`src/rtl/approx_mult_sweep_ctrl.sv`:
```
// approx_mult_sweep_ctrl
// Error-characterization sequencer for an external W x W approximate multiplier.
// Sweeps every operand pair (a outer, b inner), lets the product settle for
// SETTLE cycles, then compares it with the exact product. It accumulates the
// number of exact matches, the summed error distance and the largest error distance.
module approx_mult_sweep_ctrl #(
  parameter int W      = 4,
  parameter int SETTLE = 1
) (
  input  logic             clk,
  input  logic             rst,
  input  logic             start,
  output logic [W-1:0]     mul_a,
  output logic [W-1:0]     mul_b,
  input  logic [2*W-1:0]   mul_y,
  output logic             busy,
  output logic             done,
  output logic [2*W:0]     correct_cnt,
  output logic [4*W-1:0]   total_err,
  output logic [2*W-1:0]   max_err
);

  typedef enum logic [1:0] {
    IDLE   = 2'd0,
    DRIVE  = 2'd1,
    SAMPLE = 2'd2,
    DONE   = 2'd3
  } state_t;

  localparam logic [3:0]     SETTLE_LAST = 4'(SETTLE - 1);
  localparam logic [2*W-1:0] IDX_LAST    = '1;

  state_t           state_q, state_d;
  logic [2*W-1:0]   idx_q, idx_d;
  logic [3:0]       settle_q, settle_d;
  logic [2*W:0]     correct_cnt_q, correct_cnt_d;
  logic [4*W-1:0]   total_err_q, total_err_d;
  logic [2*W-1:0]   max_err_q, max_err_d;
  logic [2*W-1:0]   exact;
  logic [2*W-1:0]   err;

  // State and datapath registers; reset discards any partial sweep.
  always_ff @(posedge clk) begin
    if (rst) begin
      state_q       <= IDLE;
      idx_q         <= '0;
      settle_q      <= '0;
      correct_cnt_q <= '0;
      total_err_q   <= '0;
      max_err_q     <= '0;
    end else begin
      state_q       <= state_d;
      idx_q         <= idx_d;
      settle_q      <= settle_d;
      correct_cnt_q <= correct_cnt_d;
      total_err_q   <= total_err_d;
      max_err_q     <= max_err_d;
    end
  end

  // Next-state logic: start only matters in IDLE, so repeated pulses are harmless.
  always_comb begin
    state_d = state_q;
    case (state_q)
      IDLE:    if (start) state_d = DRIVE;
      DRIVE:   if (settle_q == SETTLE_LAST) state_d = SAMPLE;
      SAMPLE:  state_d = (idx_q == IDX_LAST) ? DONE : DRIVE;
      DONE:    state_d = IDLE;
      default: state_d = IDLE;
    endcase
  end

  // Exact reference product of the operands currently driven, and the error distance.
  always_comb begin
    exact = (2*W)'(idx_q[2*W-1:W]) * (2*W)'(idx_q[W-1:0]);
    err   = (mul_y >= exact) ? (mul_y - exact) : (exact - mul_y);
  end

  // Datapath updates: clear on accepted start, settle count in DRIVE, accumulate in SAMPLE.
  always_comb begin
    idx_d         = idx_q;
    settle_d      = settle_q;
    correct_cnt_d = correct_cnt_q;
    total_err_d   = total_err_q;
    max_err_d     = max_err_q;
    case (state_q)
      IDLE: begin
        if (start) begin
          idx_d         = '0;
          settle_d      = '0;
          correct_cnt_d = '0;
          total_err_d   = '0;
          max_err_d     = '0;
        end
      end
      DRIVE: begin
        settle_d = (settle_q == SETTLE_LAST) ? 4'd0 : settle_q + 4'd1;
      end
      SAMPLE: begin
        if (err == '0) correct_cnt_d = correct_cnt_q + (2*W+1)'(1);
        total_err_d = total_err_q + {{(2*W){1'b0}}, err};
        if (err > max_err_q) max_err_d = err;
        if (idx_q != IDX_LAST) idx_d = idx_q + (2*W)'(1);
      end
      DONE: begin
        idx_d = '0;
      end
      default: ;
    endcase
  end

  // Outputs decoded from the registered state and index.
  always_comb begin
    busy        = (state_q == DRIVE) || (state_q == SAMPLE);
    done        = (state_q == DONE);
    mul_a       = idx_q[2*W-1:W];
    mul_b       = idx_q[W-1:0];
    correct_cnt = correct_cnt_q;
    total_err   = total_err_q;
    max_err     = max_err_q;
  end

endmodule

```
`config.mk`:
```
export PLATFORM = sky130hd
export DESIGN_NAME = approx_mult_sweep_ctrl
export DESIGN_NICKNAME = d
export VERILOG_FILES = /design/src/rtl/approx_mult_sweep_ctrl.sv
export SDC_FILE = /design/constraint.sdc
export NUM_CORES = 1
export LEC_CHECK = 0
export CORE_MARGIN = 3
export CORE_UTILIZATION = 51
export DETAILED_ROUTE_END_ITERATION = 16
export PLACE_DENSITY = 0.77
export RECOVER_POWER = 25
export SLEW_MARGIN = 20
export SYNTH_ARGS = -nofsm -noshare
export SYNTH_HDL_FRONTEND = slang
export SYNTH_SLANG_ARGS = --single-unit
```
`constraint.sdc`:
```
create_clock -name clk -period 5.98 [get_ports clk]
set_input_delay 0.897 -clock clk [delete_from_list [all_inputs] [get_ports clk]]
set_output_delay 0.897 -clock clk [all_outputs]
set_load 0.005 [all_outputs]
```
* Yosys cells after proc, flatten, opt, wreduce, memory -nomap -nowiden
Index checks and enable logic that the tools add are counted.
** Storage, ports and cells
- Register bits :: 47
- Input port bits :: 11
- Output and inout port bits :: 43
- Logic and storage cells :: 56
** Cells by class
- $add $sub $neg :: 6
- $mul :: 1
- Order comparisons :: 2
- Eq/ne operators :: 10
- Mux-type cells :: 18
- Reductions and logical operators :: 13
** Operators by type and width (count)
- $mux W8 :: 4
- $pmux W16 S2 :: 1
- $pmux W8 S3 :: 1
- $mux W9 :: 2
- $pmux W9 S2 :: 1
- $add A16 B8 Y16 :: 1
- $mux W16 :: 1
- $pmux W8 S2 :: 1
- $sub A8 B8 Y8 :: 2
- $ne A2 B2 Y1 const B :: 5
- $add A9 B1 Y9 const B :: 1
- $reduce_and A3 Y1 :: 3
- $add A8 B1 Y8 const B :: 1
- $eq A8 B8 Y1 const B :: 1
- $ge A8 B8 Y1 :: 1
- $gt A8 B8 Y1 :: 1
- $logic_not A8 Y1 :: 1
- $mul A4 B4 Y8 :: 1
- $mux W4 :: 2
- $ne A8 B8 Y1 const B :: 1
- $pmux W2 S4 :: 1
- $pmux W4 S2 :: 1
- $mux W2 :: 3
- $reduce_and A2 Y1 :: 3
- other kinds (8) :: 10

* Longest topological paths before layout
- Depth in word-level cells :: 6
- Mapped depth :: 26
- Gate-level depth less buffers :: 26

* Worst setup path after synthesis
OpenSTA, ideal clock, no wires.
- Path type :: register -> register
- Start point :: register idx_q[3]
- End point :: register total_err_q[15] (netlist: total_err[15])
- Arrival time :: 5.699 ns
- Path slack :: 0.209 ns
- Stages on the path, launching flop included :: 25
- Cells stage by stage :: dfxtp_1 -> nand2_1 -> fa_1 -> inv_1 -> fa_1 -> inv_1 -> fa_1 -> inv_1 -> a21oi_1 -> o21bai_1 -> xor2_1 -> ha_1 -> a21o_1 -> o21a_1 -> nor3_4 -> mux2i_1 -> ha_1 -> a21o_1 -> a21o_1 -> a21o_1 -> a21o_1 -> a21oi_1 -> o21ai_0 -> nand3_1 -> mux2i_1
** On the way
- Word-level cells in the longest chain between the ends :: 5
- Elaborated cells between the ends (all ways) :: 7
- Classes of those cells :: add/sub (3); mul (1); order compare (1); mux (2)
** RTL lines
- start, declared :: line 34 : logic [2*W-1:0] idx_q, idx_d;
- start signal, assigned :: line 53 : idx_q <= idx_d;
- $mul A4 B4 Y8 * :: line 75 : exact = (2*W)'(idx_q[2*W-1:W]) * (2*W)'(idx_q[W-1:0]);
- $sub A8 B8 Y8 / $ge A8 B8 Y1 (equally long branches) :: line 76 : err = (mul_y >= exact) ? (mul_y - exact) : (exact - mul_y);
- $mux W8 * :: line 76
- $add A16 B8 Y16 * :: line 101 : total_err_d = total_err_q + {{(2*W){1'b0}}, err};
- $pmux W16 S2 * :: line 86 : case (state_q)
- end signal, assigned :: line 56 : total_err_q <= total_err_d;
- end, declared :: line 37 : logic [4*W-1:0] total_err_q, total_err_d;
Mark *: on every way between the ends. The rest lies on a longest branch, timed or not.
A chain may end at the register's enable or synchronous reset.

* Worst setup path in the final report
- Start point :: register idx_q[6]
- End point :: register total_err_q[12] (netlist: total_err[12])
The elaborated chain is that of the path after synthesis.

==> metrics.log <==
[metrics] maximum clock frequency: roughly 180 MHz
[metrics] floorplan die area: between 0.008 and 0.009 sq mm
[metrics] Worst Hold Path Cells: 2
[metrics] HP Start: total_err[15]
[metrics] maximum number of pins on one net before global-route repair: 28
[metrics] Layout Skew: between 0.007 and 0.008 ns
[metrics] number of buffers created by CTS: 5
[metrics] Worst setup EP type: flop
[metrics] final standard cell utilization of the core: around two thirds
[metrics] number of cells traversed by the worst register-to-register path: 25
[metrics] TritonCTS clock tree: yes
[metrics] reported max-cap violation count: 0
[metrics] critical path class: flop to flop
[metrics] startpoint of the lowest-slack register-to-register path: idx_q[6]
[metrics] detailed-route DRC error count: 0
[metrics] first-pass GRT wire length: roughly 15 mm
[metrics] violation count after the first detailed-routing iteration: between 100 and 150
[metrics] Seq/Total Area, Yosys: between 20% and 30%
[metrics] via total after detailed routing: between 3000 and 4000
[metrics] reg-to-reg slack, setup: slightly below 0.3 ns
[metrics] nature of the critical path startpoint: flop
[metrics] Port Buf Inserts: between 50 and 60
[metrics] power share of the combinational group: 26.8%
[metrics] antenna-violating nets left: 0
[metrics] aggregate global routing overflow: 0
[metrics] Area growth, synth to finish: 22.3%
[metrics] routed via count divided by cell count: between 5 and 6
[metrics] CTS Buffer Depth: 2
[metrics] commonest cells after routing, fill and taps aside: 51 x sky130_fd_sc_hd__ha_1, 45 x sky130_fd_sc_hd__nor2_1, 44 x sky130_fd_sc_hd__inv_1
[metrics] number of nets in the layout: around 600
[metrics] sink count of the clock tree: 47
[metrics] Slowest-stage cell, CP: sky130_fd_sc_hd__fa_1
[metrics] most common cell after layout, fill and taps aside: sky130_fd_sc_hd__ha_1
[metrics] crit path max fanout: 7
[metrics] routability cong.: 0.938
[metrics] async set-reset flop share out of synthesis: 0%
[metrics] mean instance size in the synthesized netlist: roughly 8.4 sq um
[metrics] Data required, critical path: 6.16 ns
[metrics] max-slew violation count: 0
[metrics] mean routed wirelength per cell: ~15 um
[metrics] clock-pin slew on the worst setup and hold paths: roughly 0.09 ns
[metrics] Max IR drop VDD: around 0.15 mV
[metrics] count of yosys warnings during synthesis: 0
[metrics] switching part of the total: roughly a third
[metrics] Overall Global Routing Usage: 21.2%
[metrics] transition at the pin with the smallest max-transition slack: between 1 and 1.5 ns
[metrics] outcome: finished clean
[metrics] clock latency on the worst-skew pair: about 0.30 ns
[metrics] number of I/O pins: 54
[metrics] slowest stage delay, CP: 0.55 ns
[metrics] data arrival time of the critical path: a little under 6 ns
[metrics] netlist area before placement: 0.00395 sq mm
[metrics] HPWL after detailed placement: 7.28 mm
[metrics] number of synthesized flops with an enable pin: 0
[metrics] clock group share of total power: roughly 29%
[metrics] RR Endpoint: total_err[12]
[metrics] initial core utilization: a little over half
[metrics] slew margin rel.: 32.4%
[metrics] final-report setup violation count: 0
[metrics] CTS H-Tree Depth: 2
[metrics] width of the die: about 94 um
[metrics] combined buffer and inverter count along the critical path: 4
[metrics] clock period minus final worst setup slack: 5.68 ns
[metrics] number of nets in the synthesized netlist: 540
[metrics] final clock period utilization by the worst path: a little over nine tenths
[metrics] clock root buffer: sky130_fd_sc_hd__clkbuf_8
[metrics] antenna diode count: 0
[metrics] power density normalized to cell area: 154 mW/mm^2
[metrics] proportion of layout cells with a drive suffix above 1: slightly below 10%
[metrics] site row count: 31
[metrics] Net Switching: about 230 uW
[metrics] DIE HEIGHT: between 90 and 100 um
[metrics] share of power burned in registers: between 40% and 50%
[metrics] worst min-delay path class: flop to flop
[metrics] Hold EP: total_err[15]
[metrics] Floorplan Core Area: approximately 0.0074 sq mm
[metrics] WHS: roughly 0.47 ns
[metrics] vias in the first global route: roughly 3300
[metrics] Internal Dissipation: between 500 and 600 uW
[metrics] total of flip-flops plus latches after synthesis: 47
[metrics] number of fillers in the final layout: around 600
[metrics] number of antenna violations at the first check in global routing: 0
[metrics] leakage power of the design: 0.00211 uW
[metrics] first-pass detailed-route iteration total: 5
[metrics] Final Routed Wirelength: between 9 and 10 mm
[metrics] final hold viol count: 0
[metrics] kind of cell adding the most delay to the critical path: adder cells
[metrics] Cells after Synth: 469
[metrics] Unique masters post-synth: 64
[metrics] number of hold buffers added after CTS: 0
[metrics] Main synth FF type: sky130_fd_sc_hd__dfxtp_1
logic make-up (layout without fill, tap and decap cells):
kind of cell / after synthesis / in the layout / share of synthesized area, %
and+or+nand+nor: 160 / 160 / 21.7
AOI/OAI and AO/OA: 119 / 119 / 21.5
adders and majority gates: 60 / 60 / 20.3
buffers and inverters: 54 / 117 / 5.67
DFF: 47 / 47 / 23.8
xor gates and xnor gates: 21 / 21 / 4.85
muxes: 8 / 8 / 2.15
state kept, by name, indices dropped and copies added (netlist names):
register,count
total_err,16
correct_cnt,9
idx_q,8
max_err,8
settle_q,4
state_q,2
repair_timing:
item | 4_1_cts | 5_1_grt
setup buffers | 0 | 5
gates resized for setup | 1 | 23
pin swaps | 0 | 9
setup endpoints to repair | 1 | 17
how the worst max path moves through the flow:
stage,start,to,slack (ns),depth (start not counted)
4_1_cts,idx_q[5],total_err[11],0.06,24
5_1_grt,idx_q[6],max_err[1],-0.006,25
6_report,idx_q[6],total_err[12],0.30,25
3_5_place_dp,idx_q[5],total_err[12],0.03,25
2_1_floorplan,idx_q[3],total_err[15],0.21,24
3_3_place_gp,idx_q[6],total_err[12],0.18,25
worst min-delay path, stage by stage (launching register included):
cell and delay [ns]:
sky130_fd_sc_hd__dfxtp_1 0.32, sky130_fd_sc_hd__nand2_1 0.05, sky130_fd_sc_hd__mux2i_1 0.06
synth_stat cells (7+ instances only):
cell type | n | area (sq um)
sky130_fd_sc_hd__a211oi_1 | 7 | 52.6
sky130_fd_sc_hd__a21o_1 | 13 | 97.6
sky130_fd_sc_hd__a21oi_1 | 31 | 155
sky130_fd_sc_hd__a32oi_1 | 10 | 87.6
sky130_fd_sc_hd__and2_1 | 20 | 125
sky130_fd_sc_hd__dfxtp_1 | 47 | 941
sky130_fd_sc_hd__fa_1 | 7 | 140
sky130_fd_sc_hd__ha_1 | 53 | 663
sky130_fd_sc_hd__inv_1 | 44 | 165
sky130_fd_sc_hd__nand2_1 | 23 | 86.3
sky130_fd_sc_hd__nand2b_1 | 8 | 50.1
sky130_fd_sc_hd__nand3_1 | 16 | 80.1
sky130_fd_sc_hd__nand4_1 | 11 | 68.8
sky130_fd_sc_hd__nor2_1 | 45 | 169
sky130_fd_sc_hd__nor3_1 | 7 | 35.0
sky130_fd_sc_hd__o21ai_0 | 17 | 85.1
sky130_fd_sc_hd__xnor2_1 | 8 | 70.1
sky130_fd_sc_hd__xor2_1 | 12 | 105
power groups by stage:
| stage | clock network, uW | logic, uW | registers [uW] |
|---|---|---|---|
| CTS | 220 | 187 | 327 |
| global placement | 0 | 182 | 335 |
| finish | 216 | 199 | 327 |
| floorplan | 0 | 128 | 333 |
| global route | 232 | 221 | 328 |
| detailed placement | 0 | 186 | 335 |
per-layer routing:
layer,track usage (%),share of wire [%],up-vias
li1,-,-,1805
met5,0,0,-
met3,3.85,4.2,19
met4,7.34,2.4,0
met1,29.2,47,1695
met2,33.2,46,103
per-stage QoR:
step | setup slack (ns) | total power (uW) | area (sq um) | std cells | TNS [ns]
5_1_grt | -0.00616 | 781 | 4830 | 631 | -0.00616
3_3_place_gp | 0.184 | 517 | 4600 | 618 | 0
3_5_place_dp | 0.0285 | 520 | 4600 | 618 | 0
2_1_floorplan | 0.209 | 462 | 3950 | 469 | 0
6_report | 0.298 | 742 | 4830 | 631 | 0
4_1_cts | 0.0562 | 734 | 4710 | 626 | 0
final cells by class:
| type | instances | area [sq um] | area share, % |
|---|---|---|---|
| Multi-Input combinational cell | 368 | 2870 | 59.4 |
| Sequential cell | 47 | 948 | 19.6 |
| Timing Repair Buffer | 65 | 621 | 12.8 |
| Inverter | 44 | 165 | 3.42 |
| Tap cell | 99 | 124 | 2.56 |
| Clock buffer | 7 | 96.3 | 1.99 |
| Clock inverter | 1 | 7.51 | 0.155 |
(Power assumes the default switching activity.)
==> RTL edit: new RTL, same flow settings <==
The parameter `W` goes from 4 to 6.
--- a/src/rtl/approx_mult_sweep_ctrl.sv
+++ b/src/rtl/approx_mult_sweep_ctrl.sv
@@ -5,5 +5,5 @@
 // number of exact matches, the summed error distance and the largest error distance.
 module approx_mult_sweep_ctrl #(
-  parameter int W      = 4,
+  parameter int W      = 6,
   parameter int SETTLE = 1
 ) (
Ports: changed (6 resized); port bits go from 54 to 78. The function was not compared with the original's and may differ.
==> RTL edit against the original RTL <==
  * The run now ends with negative setup slack left
  * Highest routed layer unchanged
  * Wire length is 120% higher
  * Clock power grew to 2.6 times the old value
  * Synthesized area increased by 58%
  * Sequential share of layout area decreased by 4.7 points
  * Total power is 100% higher
  * Sequential cell count rose by 20
  * Clock skew grew 4.3 ps
  * Worst hold slack better by 43 ps
  * Final area rose by 90%
  * Setup slack got worse by 1300 ps
  * Sequential power grew 42%
  * Critical path depth grew 8
  * Synthesized cell count increased by 65%
==> RTL edit: results (changes against the original RTL) <==
Routing
  • Iteration-0 DRC Markers: 591 (was 115)
  • Met1 WL: 8176 microns (was 4371 microns)
  • DR pass1 iterations: 7 (was 5)
  • Via density: 6.027 (was 5.740)
  • Met3 routed WL: 1485 microns (was 388 microns)

Synthesis
  • Commonest cells post-synth: inv_1, ha_1, dfxtp_1 (was ha_1, dfxtp_1, nor2_1)
  • Unique masters post-synth: 73 (was 64)
  • Mapped Cells: 776 (was 469)

Critical path
  • Crit Path Max Fanout: 6 (was 7)

STA
  • Slew headroom: 23.48% (was 32.36%)
  • Clk_skew: 12.23 ps (was 7.967 ps)
  • Setup TNS: -30,640 ps (was 0 ps)
  • Worst Setup Slack, final: -952.1 ps (was 298.1 ps)
  • Final setup viols: 45 (was 0)

Power
  • Leakage Power: 4.056 nW (was 2.106 nW)
  • Max VDD drop: 0.1151 mV (was 0.1525 mV)

Global routing
  • Number of global-route vias before repair: 6,694 (was 3,339)
  • Maximum number of pins on one net before global-route repair: 42 (was 28)
  • Global-route wire length before repair: 32,040 microns (was 15,280 microns)

Run status
  • Failing checks: negative setup slack
  • Status: finished with violations (was complete, no violations)

Layout
  • Layout filler cell count: 775 (was 593)
  • Max reg flops: 24 (was 16)

Clock tree
  • Later-pin clock latency in the skew report: 350 ps (was 300 ps)
  • CTS H-tree depth: 3 (was 2)
  • CTS root buf: clkbuf_16 (was clkbuf_8)
  • Clock transition at the registers of the reported paths: 60 ps (was 90 ps)

Place
  • DP Area: 8056 sq um (was 4598 sq um)
[RTL edit: final cells by class]
| class | instances | area share, % |
|---|---|---|
| Timing Repair Buffer | 213 | 20.85 |
| Multi-Input combinational cell | 602 | 55.53 |
| Sequential cell | 67 | 14.91 |
| Clock buffer | 11 | 2.649 |
| Tap cell | 143 | 1.952 |
| Clock inverter | 5 | 0.6690 |
| Inverter | 84 | 3.441 |
[RTL edit: tightest hold or removal path, delay by kind of cell (launching register included)]
kind | cells | cell delay [ps]
compound gates | 2 | 140
flops | 1 | 320
[RTL edit: path summary, 6_finish.rpt]
path,from,to,slack [ps],depth (start not counted)
hold reg to reg,settle_q[2],settle_q[2],520,2
setup / recovery,idx_q[0],max_err[11],-950,33
hold / removal,settle_q[2],settle_q[2],520,2
setup reg to reg,idx_q[0],max_err[11],-950,33
[RTL edit: layer usage]
metal,vias to the layer above,GRT usage (%)
met5,-,0
met4,0,12.16
met3,71,4.819
met2,353,51.31
met1,3225,36.04
li1,3131,-
[RTL edit: logic make-up (layout without fill, tap and decap cells)]
logic type      after synthesis  count (layout)  synth area share [%]
fa+ha+maj                    95              95                 21.40
compound gates              194             196                 21.46
mux                           7               7                 1.140
flops                        67              67                 21.44
simple gates                268             269                 22.68
xor+xnor                     35              35                 4.901
buf+inv                     110             313                 6.961
[RTL edit: power groups by stage]
stage / Combinational, mW / Clock, mW / Sequential [mW]
2_1_floorplan: 0.221 / 0 / 0.474
4_1_cts: 0.439 / 0.552 / 0.464
6_report: 0.482 / 0.553 / 0.464
5_1_grt: 0.510 / 0.581 / 0.465
3_5_place_dp: 0.367 / 0 / 0.474
3_3_place_gp: 0.358 / 0 / 0.474
[RTL edit: timing repair]
item,4_1_cts,5_1_grt
setup endpoints to repair,46,47
resized for setup,82,25
pin swaps,52,23
buffers inserted,21,9
gates cloned,5,0
